`src/rtl/ps2_rx.sv`:
```
// ps2_rx: PS/2 device-to-host receive front end.
// The raw clock and data lines are synchronized and the clock is debounced.
// Each 11-bit frame (start, 8 data LSB-first, odd parity, stop) is then
// deserialized. A good frame updates scan_code together with a one-cycle
// scan_done_tick. A bad or stalled frame gives a one-cycle frame_err instead.
module ps2_rx #(
    parameter int FILTER_LEN     = 8,       // 2..16 equal samples to move fc
    parameter int TIMEOUT_CYCLES = 100000   // >= 2; idle limit inside a frame
) (
    input  logic       clk,
    input  logic       reset,
    input  logic       ps2c,
    input  logic       ps2d,
    input  logic       rx_en,
    output logic [7:0] scan_code,
    output logic       scan_done_tick,
    output logic       frame_err
);

    localparam int TW = $clog2(TIMEOUT_CYCLES);

    // frame_err is a registered pulse. It is set on the clock edge that ends
    // cycle fall+T-1, so it is high exactly T cycles after the last fall.
    // That cycle sees the counter at T-2.
    localparam logic [TW-1:0] TO_LAST = TW'(TIMEOUT_CYCLES - 2);

    typedef enum logic [1:0] {
        IDLE,
        DATA,
        LOAD
    } state_t;

    // Input synchronizers and filter
    logic                  c_sync1, c_sync2;
    logic                  d_sync1, d_sync2;
    logic [FILTER_LEN-1:0] filt;
    logic                  fc, fc_q;
    logic                  fall;

    // Receiver state
    state_t        state, state_next;
    logic [3:0]    bit_cnt, bit_cnt_next;
    logic [TW-1:0] to_cnt, to_cnt_next;
    logic [10:0]   frame, frame_next, frame_shift;
    logic [7:0]    code_next;
    logic          tick_next, err_next;

    // Two-flop synchronizers on both raw lines, idling high like the bus
    always_ff @(posedge clk) begin
        // NOTE: sequential state always uses non-blocking assignments so every
        // flop samples pre-edge values, which is what makes the 2-flop chain
        // a chain rather than a single wire.
        if (reset) begin
            c_sync1 <= 1'b1;
            c_sync2 <= 1'b1;
            d_sync1 <= 1'b1;
            d_sync2 <= 1'b1;
        end else begin
            c_sync1 <= ps2c;
            c_sync2 <= c_sync1;
            d_sync1 <= ps2d;
            d_sync2 <= d_sync1;
        end
    end

    // Debounce: fc moves only after FILTER_LEN identical clock samples
    always_ff @(posedge clk) begin
        if (reset) begin
            filt <= '1;
            fc   <= 1'b1;
            fc_q <= 1'b1;
        end else begin
            filt <= {filt[FILTER_LEN-2:0], c_sync2};
            if (&filt)
                fc <= 1'b1;
            else if (~|filt)
                fc <= 1'b0;
            fc_q <= fc;
        end
    end

    // One-cycle strobe in the first cycle the filtered clock reads low
    assign fall = fc_q & ~fc;

    // New bit enters at the MSB so the start bit ends up at [0] after 11 shifts
    assign frame_shift = {d_sync2, frame[10:1]};

    // Frame check: odd parity over data+parity, stop bit high
    function automatic logic frame_good(input logic [10:0] f);
        return (^f[9:1]) & f[10];
    endfunction

    // Receiver state register and registered outputs
    always_ff @(posedge clk) begin
        if (reset) begin
            state          <= IDLE;
            bit_cnt        <= '0;
            to_cnt         <= '0;
            frame          <= '0;
            scan_code      <= '0;
            scan_done_tick <= 1'b0;
            frame_err      <= 1'b0;
        end else begin
            state          <= state_next;
            bit_cnt        <= bit_cnt_next;
            to_cnt         <= to_cnt_next;
            frame          <= frame_next;
            scan_code      <= code_next;
            scan_done_tick <= tick_next;
            frame_err      <= err_next;
        end
    end

    // Next-state logic. The frame verdict is taken on the stop-bit fall, so
    // the tick (or error) and the new scan_code are visible in the LOAD cycle.
    always_comb begin
        // NOTE: every signal gets a default before the case statement. A path
        // that forgets to assign one would otherwise infer a latch.
        state_next   = state;
        bit_cnt_next = bit_cnt;
        to_cnt_next  = to_cnt;
        frame_next   = frame;
        code_next    = scan_code;
        tick_next    = 1'b0;
        err_next     = 1'b0;

        unique case (state)
            IDLE: begin
                if (fall && !d_sync2 && rx_en) begin
                    frame_next   = frame_shift;
                    bit_cnt_next = 4'd10;
                    to_cnt_next  = '0;
                    state_next   = DATA;
                end
            end

            DATA: begin
                if (fall) begin
                    frame_next   = frame_shift;
                    bit_cnt_next = bit_cnt - 4'd1;
                    to_cnt_next  = '0;
                    if (bit_cnt == 4'd1) begin
                        state_next = LOAD;
                        if (frame_good(frame_shift)) begin
                            code_next = frame_shift[8:1];
                            tick_next = 1'b1;
                        end else begin
                            err_next = 1'b1;
                        end
                    end
                end else if (to_cnt == TO_LAST) begin
                    err_next    = 1'b1;
                    to_cnt_next = '0;
                    state_next  = IDLE;
                end else begin
                    to_cnt_next = to_cnt + TW'(1);
                end
            end

            LOAD: begin
                // A fall in this cycle is dropped; the next start bit is
                // accepted starting with the cycle after LOAD.
                state_next = IDLE;
            end

            default: state_next = IDLE;
        endcase
    end

endmodule

```
`config.mk`:
```
export PLATFORM = sky130hd
export DESIGN_NAME = ps2_rx
export DESIGN_NICKNAME = d
export VERILOG_FILES = /design/src/rtl/ps2_rx.sv
export SDC_FILE = /design/constraint.sdc
export NUM_CORES = 1
export LEC_CHECK = 0
export BUFFER_PORTS_ARGS = -buffer_cell sky130_fd_sc_hd__buf_2
export CORE_ASPECT_RATIO = 1.4
export CORE_MARGIN = 2
export CORE_UTILIZATION = 56
export DETAILED_ROUTE_END_ITERATION = 10
export GPL_ROUTABILITY_DRIVEN = 0
export HOLD_SLACK_MARGIN = 0.15
export PLACE_DENSITY = 0.75
export SKIP_LAST_GASP = 1
export SYNTH_ARGS = -nofsm -noshare
export SYNTH_HDL_FRONTEND = slang
export SYNTH_SLANG_ARGS = --single-unit
```
`constraint.sdc`:
```
create_clock -name clk -period 4.2 [get_ports clk]
set_input_delay 0.42 -clock clk [delete_from_list [all_inputs] [get_ports clk]]
set_output_delay 0.42 -clock clk [all_outputs]
set_load 0.03 [all_outputs]
```
======== After elaboration in Yosys (flattened, before gate mapping) ========
Index checks and enable logic that the tools add are counted.
storage, ports and cells
  bits in registers ....................... 58
  latch bits .............................. 0
  bits in writable memories ............... 0
  ROM bits ................................ 0
  input bits .............................. 5
  output and inout port bits .............. 10
  logic and storage cells ................. 64
  memories kept ........................... 0
operators by class
  $add $sub $neg .......................... 2
  $mul .................................... 0
  divide/modulo/power cells ............... 0
  order comparisons ....................... 0
  equality and inequality tests ........... 7
  shifts and indexed selects .............. 0
  mux-type cells .......................... 20
  bitwise gates (word level) .............. 6
  reductions and logical operators ........ 15
operator list
  operator                 count
  $mux W17                 3
  $pmux W17 S2             1
  $mux W11                 2
  $pmux W11 S2             1
  $add A17 B1 Y17 const B  1
  $eq A17 B17 Y1 const B   1
  $reduce_xor A9 Y1        1
  $mux W2                  4
  $mux W4                  2
  $pmux W4 S2              1
  $reduce_and A8 Y1        1
  $reduce_or A8 Y1         1
  $ne A3 B3 Y1 const B     2
  $reduce_and A3 Y1        2
  $mux W1                  5
  $eq A4 B1 Y1 const B     1
  $ne A2 B2 Y1 const B     2
  $not A1 Y1               4
  $pmux W2 S2              1
  $reduce_and A4 Y1        1
  $reduce_or A2 Y1         2
  $reduce_or A4 Y1         1
  $sub A4 B1 Y4 const B    1
  $and A1 B1 Y1            2
  6 further kinds          7

======== Longest topological paths before layout ========
Gate-level depths: netlist of run 1.
  depth in word-level cells ............... 6
  depth in mapped cells ................... 9
  mapped depth without buffers ............ 7

======== Least setup slack after synthesis of run 1 ========
Ideal clock, no wire load.
  path type ............................... reg-to-reg
  start ................................... register to_cnt[0]
  end ..................................... register to_cnt[12]
  data arrival time ....................... 1.704 ns
  slack ................................... 2.405 ns
  stages on the path, launching flop included .. 10
  buffers on the path ..................... 2
  path through ............................ dfxtp_1 -> inv_1 -> ha_1 -> and3b_1 -> and3_1 -> a21oi_4 -> buf_6 -> buf_6 -> nand2_1 -> a311oi_1
between the ends
  longest elaborated chain between the ends .. 4
ends and longest elaborated chain
  what                                               line      source
  start, declared                                    43        logic [TW-1:0] to_cnt, to_cnt_next;
  start signal, assigned                             106       to_cnt <= to_cnt_next;
  $add A17 B1 Y17 or $eq A17 B17 Y1 (tied branches)  156, 151
  $mux W17 (*)                                       151       end else if (to_cnt == TO_LAST) begin
  $mux W17 (*)                                       138       if (fall) begin
  $pmux W17 S2 (*)                                   127       unique case (state)
Every way passes the cells marked *; elsewhere a longest branch is shown, timed or not.
A chain may end at the register's enable or synchronous reset.

======== Worst setup path in the final report of run 1 ========
  start ................................... register to_cnt[0]
  end ..................................... register to_cnt[16]
The elaborated chain is that of the path after synthesis.

==> impl_metrics.py, run 1 <==
metrics = {
    "run": {
        "maxCapViolCount": 0,
    },
    "sta": {
        "timing.fmax_mhz": 435,
        "period_share_pct": 54.7,
        "tightestPinTransition_ps": 936,
        "slew_headroom_pct": 37.6,
        "layout_min_cycle_time_ps": 2300,
        "layout_setup_ws_ps": 1900,
        "hold_ws_ps": 287,
        "drv_slew": 0,
        "setup_viol": 0,
        "finalSetupTns_ps": 0,
        "rsz0062_at_grt": "no",
        "hold_viol_final": 0,
        "finClkSkew_ps": 12.2,
    },
    "floorplanning": {
        "die_w_um": 61.3,
        "start_util_pct": 57.6,
        "die_area_mm2": 0.00516,
        "ios": 15,
        "fp-row-count": 29,
        "core_area_mm2": 0.00446,
        "fp.dieH_um": 84.2,
    },
    "synth": {
        "post_synth.cell_area_avg_um2": 9.49,
        "synthTopCellsByArea": "dfxtp_1, mux2i_1, nand2b_1, a311oi_1, or2_2",
        "yosysMostFrequentCell": "dfxtp_1",
        "synthAdderAreaFrac_pct": 1.95,
        "synth_area_leader_cell": "dfxtp_1",
        "synthXorXnorAreaFrac_pct": 4.72,
        "synthDistinctLibCells": 45,
        "synth_top_family_by_area": "simple AND/OR/NAND/NOR gates",
        "yosysSeqAreaShare_pct": 43.6,
        "synth-edff-count": 0,
        "ys_top_cells_by_count": "dfxtp_1, nand2_1, nand2b_1",
        "synth_mux_area_share_pct": 7.00,
        "syn-num-nets": 280,
        "ys_ff_latch": 56,
        "synthArstFlopShare_pct": 0,
        "synthCells": 271,
        "yosysWarnings": 0,
        "synth_top_area_share_pct": 43.6,
        "yosys.area_share.simple_pct": 25.0,
        "syn-cell-area_mm2": 0.00257,
        "synth_compound_area_share_pct": 12.9,
        "ys.flop_type": "dfxtp_1",
    },
    "setup_path": {
        "crit_type": "reg2reg",
        "cpPeakStageDelay_ps": 600,
        "worstPathCellList": "inv_1 > ha_1 > and3b_1 > and3_1 > a21oi_4 > a41oi_1 > a311oi_1",
        "reg2reg_to": "to_cnt[16]$_SDFFE_PP0P_",
        "cp_slowest_cell": "a21oi_4",
        "critPathLaunchType": "register",
        "reg2reg_depth": 7,
        "crit_fanout": 32,
        "worstReg2RegStart": "to_cnt[0]$_SDFFE_PP0P_",
        "path_buf_inv": 1,
        "r2r_setup_slack_ps": 1900,
        "cp.required_ps": 4420,
        "cp-end-kind": "register",
        "cp.depth": 7,
        "crit_family": "compound AO/OA/AOI/OAI gates",
        "critPathArrivalTime_ps": 2520,
    },
    "placement": {
        "place_area_mm2": 0.00264,
        "port_buffers": 14,
        "place_ws_ps": 1910,
        "hpwl_um": 3040,
        "placed_cells": 333,
    },
    "pwr": {
        "vdd_drop_max_v": 0.000158,
        "p_per_area_mw_per_mm2": 313,
        "p_total_mw": 0.856,
        "leakage_nw": 1.08,
    },
    "global_route": {
        "gr-total-overflow": 0,
        "grt_pass1_vias": 1741,
        "grt_max_degree": 65,
        "grt_pass1_wl_um": 7530,
        "grtUsageTotal_pct": 19.0,
        "antenna_found_initial": 0,
    },
    "cells_and_area": {
        "drive_gt1_share_pct": 15.1,
        "final_util_pct": 61.2,
        "nNetsFinal": 287,
        "diodes": 0,
        "fin_cells": 341,
        "areaGrowthSynthToFinish_pct": 6.18,
        "design_area_mm2": 0.00273,
    },
    "worst_hold_path": {
        "hold_depth": 2,
        "hp-start": "ps2c",
        "min_to": "c_sync1$_SDFF_PP1_",
        "hold_class": "in2reg",
    },
    "routing": {
        "wl_per_cell_um": 13.1,
        "drt-vias-per-instance": 5.56,
        "drtIter0Drc": 72,
        "drt_wl_total_um": 4480,
        "firstDrtPassIters": 4,
        "drc": 0,
        "ant_nets": 0,
        "dr_total_vias": 1895,
    },
    "clock_tree": {
        "cts_hold_buf": 0,
        "cts_buffers": 5,
        "htreeDepth": 2,
        "clkLatencyLatePin_ps": 320,
        "cts.clk_slew.worst_paths_ps": 110,
        "cts_resized": 0,
        "cts_sinks": 56,
        "cts_root_buffer": "clkbuf_8",
        "post_cts_buffers": 0,
        "cts_tree": "built",
        "clockBufferDepth": 2,
    },
    "status": {
        "outcome": "completed",
    },
}
registers in the layout, indices dropped and copies added, names as in the netlist, 2 cells and up:
signal,count
bit_cnt,4
filt,8
frame,9
scan_code,8
state,2
to_cnt,17
layout by cell type, fill, tap and decap left out, types with 7 or more instances in the layout:
cell type  synthesis  layout
or2_2             14      14
nand2b_1          20      20
mux2i_1           18      18
nand2_1           20      20
nor2_1            18      18
a41oi_1            7       7
inv_1              9       9
a311oi_1          13      13
nand3_1           14      14
dfxtp_1           56      56
buf_2              2      14
a21oi_1            9       9
worst register-to-register path, stage by stage, from the launching register on:
cell      delay (ps)
dfxtp_1          470
inv_1             70
ha_1             190
and3b_1          180
and3_1           170
a21oi_4          600
a41oi_1          220
a311oi_1         300
layer usage:
layer | vias up | track usage, % | wire [µm] | part of all wire (%)
met1 | 889 | 22.1 | 2030 | 45
met5 | - | 0 | 0 | 0
met3 | 5 | 4.16 | 111 | 2.5
li1 | 980 | - | - | -
met2 | 21 | 32.8 | 2280 | 51
met4 | 0 | 6.72 | 63 | 1.4
where the power goes:
part / total [mW] / leakage [nW] / internal, mW / switching, mW
registers: 0.534 / 0.452 / 0.533 / 0.00131
logic: 0.0148 / 0.581 / 0.00600 / 0.00884
clock network: 0.307 / 0.0463 / 0.123 / 0.184
total: 0.856 / 1.08 / 0.662 / 0.194
area by class of cell:
cell class	count	area, µm²
fillers	408	1730
multi-input cells	191	1330
flip-flops and latches	56	1120
repair buffers	15	77.6
well taps	62	77.6
clock buffers	5	68.8
inverters	9	33.8
clock inverters	3	27.5
worst max path at each step:
stage                           start                       to  slack [ps]
6_report       to_cnt[0]$_SDFFE_PP0P_  to_cnt[16]$_SDFFE_PP0P_        1900
5_1_grt        to_cnt[0]$_SDFFE_PP0P_  to_cnt[10]$_SDFFE_PP0P_        1650
4_1_cts        to_cnt[0]$_SDFFE_PP0P_  to_cnt[16]$_SDFFE_PP0P_        1890
3_5_place_dp   to_cnt[0]$_SDFFE_PP0P_   to_cnt[7]$_SDFFE_PP0P_        1910
3_3_place_gp   to_cnt[0]$_SDFFE_PP0P_   to_cnt[7]$_SDFFE_PP0P_        1980
2_1_floorplan  to_cnt[0]$_SDFFE_PP0P_  to_cnt[12]$_SDFFE_PP0P_        2410
cell families after synthesis:
family / Yosys count
AND/OR/NAND/NOR: 116
XOR/XNOR: 9
flip-flops: 56
buffers and inverters: 24
adder cells (fa/ha/maj): 4
multiplexers: 18
AO/OA/AOI/OAI: 44
(Power assumes the default switching activity.)
==> inputs of run 2 (changes only) <==
==> constraint.sdc (replaced) <==
create_clock -name clk -period 2.13 [get_ports clk]
set_input_delay 0.213 -clock clk [delete_from_list [all_inputs] [get_ports clk]]
set_output_delay 0.213 -clock clk [all_outputs]
set_load 0.03 [all_outputs]
==> run 2 against run 1 <==
  * Combinational power grew 140%
  * Critical path type unchanged
  * Total power grew 97%
  * Non-clock buffer count grew 9
  * Highest routed layer unchanged
==> impl_metrics.py, run 2 (synthesized netlist as in run 1, its figures left out) <==
metrics = {
    "global_route": {
        "gr-total-overflow": 0,
        "grt_pass1_wl_um": 8050,
        "grt_max_degree": 48,
        "grt_pass1_vias": 1813,
        "grtUsageTotal_pct": 20.2,
        "antenna_found_initial": 0,
    },
    "sta": {
        "rsz0062_at_grt": "no",
        "tightestPinTransition_ps": 644,
        "layout_setup_ws_ps": 253,
        "setup_viol": 0,
        "period_share_pct": 88.1,
        "slew_headroom_pct": 57.1,
        "layout_min_cycle_time_ps": 1880,
        "finalSetupTns_ps": 0,
        "finClkSkew_ps": 10.7,
        "drv_slew": 0,
        "timing.fmax_mhz": 533,
        "hold_viol_final": 0,
    },
    "run": {
        "maxCapViolCount": 0,
    },
    "cells_and_area": {
        "final_common_cell": "dfxtp_1",
        "diodes": 0,
        "top_register": "to_cnt",
        "design_area_mm2": 0.00280,
        "nNetsFinal": 296,
        "top_regs": "to_cnt x17, frame x9",
        "drive_gt1_share_pct": 16.7,
        "areaGrowthSynthToFinish_pct": 8.90,
        "layout_common_cells": "dfxtp_1, nand2b_1, nand2_1, nor2_1, mux2i_1",
        "largest_reg_flops": 17,
        "fillers": 409,
    },
    "routing": {
        "drc": 0,
        "wl_per_cell_um": 13.6,
        "firstDrtPassIters": 4,
        "dr_total_vias": 1962,
        "ant_nets": 0,
        "drt-vias-per-instance": 5.61,
        "drtIter0Drc": 68,
        "drt_wl_total_um": 4760,
    },
    "clock_tree": {
        "cts_root_buffer": "clkbuf_8",
        "clkLatencyLatePin_ps": 310,
        "post_cts_buffers": 0,
        "cts_buffers": 5,
        "cts_sinks": 56,
        "cts.clk_slew.worst_paths_ps": 100,
        "cts_tree": "built",
        "htreeDepth": 2,
        "clockBufferDepth": 2,
    },
    "floorplanning": {
        "fp.dieH_um": 84.2,
        "die_area_mm2": 0.00516,
        "ios": 15,
        "fp-row-count": 29,
        "die_w_um": 61.3,
        "start_util_pct": 57.6,
        "core_area_mm2": 0.00446,
    },
    "setup_path": {
        "cp-end-kind": "register",
        "cp.required_ps": 2370,
        "crit_type": "reg2reg",
        "r2r_setup_slack_ps": 250,
        "critPathArrivalTime_ps": 2120,
        "critPathLaunchType": "register",
        "crit_fanout": 8,
    },
    "pwr": {
        "leakage_nw": 1.12,
        "vdd_drop_max_v": 0.000457,
        "p_total_mw": 1.68,
        "p_per_area_mw_per_mm2": 601,
    },
    "placement": {
        "place_area_mm2": 0.00269,
        "hpwl_um": 3300,
        "port_buffers": 14,
        "place_ws_ps": 225,
    },
    "status": {
        "outcome": "completed",
    },
    "worst_hold_path": {
        "hold_class": "in2reg",
    },
}
## run 2: area by class of cell
type | count | area (µm²) | area share (%)
flip-flops and latches | 56 | 1120 | 40.0
repair buffers | 24 | 150 | 5.36
clock inverters | 1 | 7.51 | 0.268
clock buffers | 7 | 86.3 | 3.08
well taps | 62 | 77.6 | 2.77
inverters | 9 | 33.8 | 1.21
multi-input cells | 191 | 1330 | 47.3
## run 2: layer usage
layer	GRT usage, %	part of all wire (%)
met3	3.70	2.8
met1	24.7	44
met4	6.52	1.5
met5	0	0
met2	34.7	51
## run 2: stage by stage
| stage | utilization, % | instances | hold slack (ps) |
|---|---|---|---|
| 2_1_floorplan | - | 271 | 317 |
| 3_3_place_gp | 60.2 | 340 | 392 |
| 3_5_place_dp | 60.2 | 340 | 399 |
| 4_1_cts | 62.8 | 350 | 414 |
| 5_1_grt | 62.8 | 350 | 447 |
| 6_report | 62.8 | 350 | 416 |
## run 2: what timing repair did
item                                   4_1_cts  5_1_grt
endpoints found under the hold margin        2        0
hold buffers                                 2        0
gates resized for setup                      0        0
## run 2: worst max-delay path, stage by stage (launching register included)
cell and delay (ps):
dfxtp_1 400, xor2_1 160, xnor3_1 460, nand4_1 120
o21a_1 440, mux2i_1 240
## run 2: power breakdown
part | internal (mW) | switching [mW] | total [mW]
registers | 1.05 | 0.00187 | 1.05
clock network | 0.265 | 0.330 | 0.595
logic | 0.0162 | 0.0199 | 0.0360
## run 2: worst paths after layout
path / startpoint / to / cells past startpoint
min: reset / frame[2]$_SDFFE_PP0P_ / 2
min reg2reg: c_sync1$_SDFF_PP1_ / c_sync2$_SDFF_PP1_ / 1
max: frame[6]$_SDFFE_PP0P_ / scan_code[6]$_SDFFE_PP0P_ / 5
max reg2reg: frame[6]$_SDFFE_PP0P_ / scan_code[6]$_SDFFE_PP0P_ / 5
==> inputs of run 3 (changes only) <==
--- a/config.mk
+++ b/config.mk
@@ -5,6 +5,7 @@
 export SDC_FILE = /design/constraint.sdc
 export NUM_CORES = 1
 export LEC_CHECK = 0
+export ABC_AREA = 1
 export BUFFER_PORTS_ARGS = -buffer_cell sky130_fd_sc_hd__buf_2
 export CORE_ASPECT_RATIO = 1.4
 export CORE_MARGIN = 2
==> constraint.sdc (replaced) <==
create_clock -name clk -period 2.13 [get_ports clk]
set_input_delay 0.5325 -clock clk [delete_from_list [all_inputs] [get_ports clk]]
set_output_delay 0.5325 -clock clk [all_outputs]
set_load 0.03 [all_outputs]
==> run 3 against run 2 <==
  * Total power up 0.67%
  * Core utilization up 0.45 points
  * Via count up 15%
  * Register-to-register slack better by 180 ps
  * Die area up 3.4%
  * Final cell count up 26%
  * Largest power group unchanged
  * Clock power up 1%
  * Non-clock buffer count down 5
  * Clock skew down 6.1 ps
  * Highest routed layer unchanged
==> impl_metrics.py, run 3 <==
metrics = {
    "status": {
        "outcome": "completed",
    },
    "placement": {
        "place_ws_ps": 275,
        "hpwl_um": 4000,
        "port_buffers": 14,
    },
    "cells_and_area": {
        "largest_reg_flops": 17,
        "top_regs": "to_cnt x17, frame x9",
        "layout_common_cells": "nand2_1, dfxtp_1, nor2_1, inv_1, a21oi_1",
        "multi_input_area_mm2": 0.00129,
        "final_common_cell": "nand2_1",
        "top_register": "to_cnt",
        "layout.area.seq_mm2": 0.00112,
        "drive_gt1_share_pct": 18.9,
        "diodes": 0,
        "fillers": 433,
        "areaGrowthSynthToFinish_pct": 8.40,
        "nNetsFinal": 388,
    },
    "floorplanning": {
        "fp-row-count": 29,
        "start_util_pct": 58.3,
        "ios": 15,
        "die_w_um": 62.3,
        "fp.dieH_um": 85.6,
        "die_area_mm2": 0.00534,
        "core_area_mm2": 0.00457,
    },
    "clock_tree": {
        "cts_buffers": 5,
        "cts_sinks": 56,
        "cts.clk_slew.worst_paths_ps": 100,
        "post_cts_buffers": 0,
        "cts_root_buffer": "clkbuf_8",
        "cts_tree": "built",
        "clockBufferDepth": 2,
        "cts_hold_buf": 0,
        "htreeDepth": 2,
        "clkLatencyLatePin_ps": 310,
        "cts_resized": 0,
    },
    "run": {
        "maxCapViolCount": 0,
    },
    "routing": {
        "drc": 0,
        "wl_per_cell_um": 11.5,
        "ant_nets": 0,
        "dr_total_vias": 2253,
        "drtIter0Drc": 100,
        "drt-vias-per-instance": 5.10,
        "firstDrtPassIters": 4,
        "drt_wl_total_um": 5060,
    },
    "global_route": {
        "grt_pass1_wl_um": 9000,
        "gr-total-overflow": 0,
        "use_met2_pct": 41.1,
        "grt.busiest_layer": "met2",
        "use_met1_pct": 20.7,
        "grt_pass1_vias": 2216,
        "grtUsageTotal_pct": 21.1,
        "grt_max_degree": 20,
        "met3_usage_pct": 3.81,
        "antenna_found_initial": 0,
    },
    "setup_path": {
        "cp-end-kind": "register",
        "reg2reg_depth": 10,
        "crit_type": "reg2reg",
        "critPathArrivalTime_ps": 1950,
        "cp.required_ps": 2380,
        "crit_fanout": 9,
        "critPathLaunchType": "register",
    },
    "synth": {
        "synth-edff-count": 0,
        "synthTopCellsByArea": "dfxtp_1, nand2_1, nor2_1, inv_1, a21oi_1",
        "synthArstFlopShare_pct": 0,
        "synth_top_area_share_pct": 42.0,
        "syn-cell-area_mm2": 0.00267,
        "ys.flop_type": "dfxtp_1",
        "synth_area_leader_cell": "dfxtp_1",
        "synthDistinctLibCells": 37,
        "yosysWarnings": 0,
        "yosysSeqAreaShare_pct": 42.0,
        "post_synth.cell_area_avg_um2": 7.37,
        "ys_top_cells_by_count": "nand2_1, dfxtp_1, nor2_1",
        "yosysMostFrequentCell": "nand2_1",
        "syn-num-nets": 371,
        "synthCells": 362,
        "ys_ff_latch": 56,
    },
    "pwr": {
        "p_per_area_mw_per_mm2": 586,
        "vdd_drop_max_v": 0.000448,
        "clockPowerShare_pct": 35.5,
        "combPwrFrac_pct": 2.4,
        "leakage_nw": 1.31,
        "p_int_mw": 1.31,
        "sw_frac_of_total_pct": 22.9,
        "power_switching_mw": 0.387,
        "pwr-share-seq_pct": 62.1,
    },
    "worst_hold_path": {
        "hold_depth": 2,
        "hold_class": "in2reg",
    },
    "sta": {
        "finClkSkew_ps": 4.54,
        "timing.fmax_mhz": 588,
        "tightestPinTransition_ps": 343,
        "setup_viol": 0,
        "hold_viol_final": 0,
        "layout_setup_ws_ps": 429,
        "layout_min_cycle_time_ps": 1700,
        "finalSetupTns_ps": 0,
        "period_share_pct": 79.8,
        "hold_ws_ps": 397,
        "slew_headroom_pct": 77.1,
        "rsz0062_at_grt": "no",
        "drv_slew": 0,
    },
}
==> run 3: cell count changes after synthesis, sizes merged, moves of 8 or more <==
| cell | change |
|---|---|
| o21ai | +12 |
| a21oi | +9 |
| mux2i | -18 |
| inv | +43 |
| nor2 | +38 |
| nand4 | +8 |
| nand2b | -20 |
| nand2 | +67 |
| a311oi | -13 |
==> run 3: stage by stage <==
step                util, %  area [µm²]  total power [mW]  std cells
floorplan                 -        2670              1.11        362
global placement       61.1        2790              1.12        434
detailed placement     61.1        2790              1.12        434
CTS                    63.2        2890              1.71        442
global route           63.2        2890              1.76        442
finish                 63.2        2890              1.69        442
==> run 3: final timing paths <==
path                                from                endpoint  slack, ps
hold / removal                      ps2d      d_sync1$_SDFF_PP1_        400
hold reg to reg       c_sync1$_SDFF_PP1_      c_sync2$_SDFF_PP1_        420
setup / recovery  to_cnt[0]$_SDFFE_PP0P_  to_cnt[7]$_SDFFE_PP0P_        430
setup reg to reg  to_cnt[0]$_SDFFE_PP0P_  to_cnt[7]$_SDFFE_PP0P_        430
==> run 3: metal layers <==
| layer | wire [µm] | part of all wire [%] |
|---|---|---|
| met5 | 0 | 0 |
| met3 | 162 | 3.2 |
| met1 | 2010 | 40 |
| met4 | 148 | 2.9 |
| met2 | 2750 | 54 |
==> run 3: worst max-delay path, stage by stage, from the launching register on <==
cell,delay [ps]
dfxtp_1,380
inv_1,80
ha_1,230
nand4_1,110
nor2_1,50
nand2_1,100
nand3_2,150
nand2_1,120
nand2_1,100
buf_4,190
nor3_1,150
==> run 3: layout make-up <==
cell class | instances | area share [%]
Tap cell | 62 | 2.68
Multi-Input combinational cell | 245 | 44.6
Sequential cell | 56 | 38.8
Clock buffer | 5 | 2.38
Inverter | 52 | 6.84
Timing Repair Buffer | 19 | 3.72
Clock inverter | 3 | 0.952
==> run 3: power groups by stage <==
stage,Clock (mW),Sequential (mW),Combinational (mW)
2_1_floorplan,0,1.08,0.0290
3_3_place_gp,0,1.08,0.0403
3_5_place_dp,0,1.08,0.0408
4_1_cts,0.620,1.05,0.0409
5_1_grt,0.662,1.05,0.0460
6_report,0.602,1.05,0.0403
==> run 3: cell families (layout without fill, tap and decap cells) <==
kind of cell	after synthesis	count (layout)	synth area share (%)
AND/OR/NAND/NOR	196	196	36.5
buffers and inverters	61	79	9.57
flip-flops	56	56	42.0
AO/OA/AOI/OAI	40	40	8.35
XOR/XNOR	5	5	1.64
adder cells (fa/ha/maj)	4	4	1.88
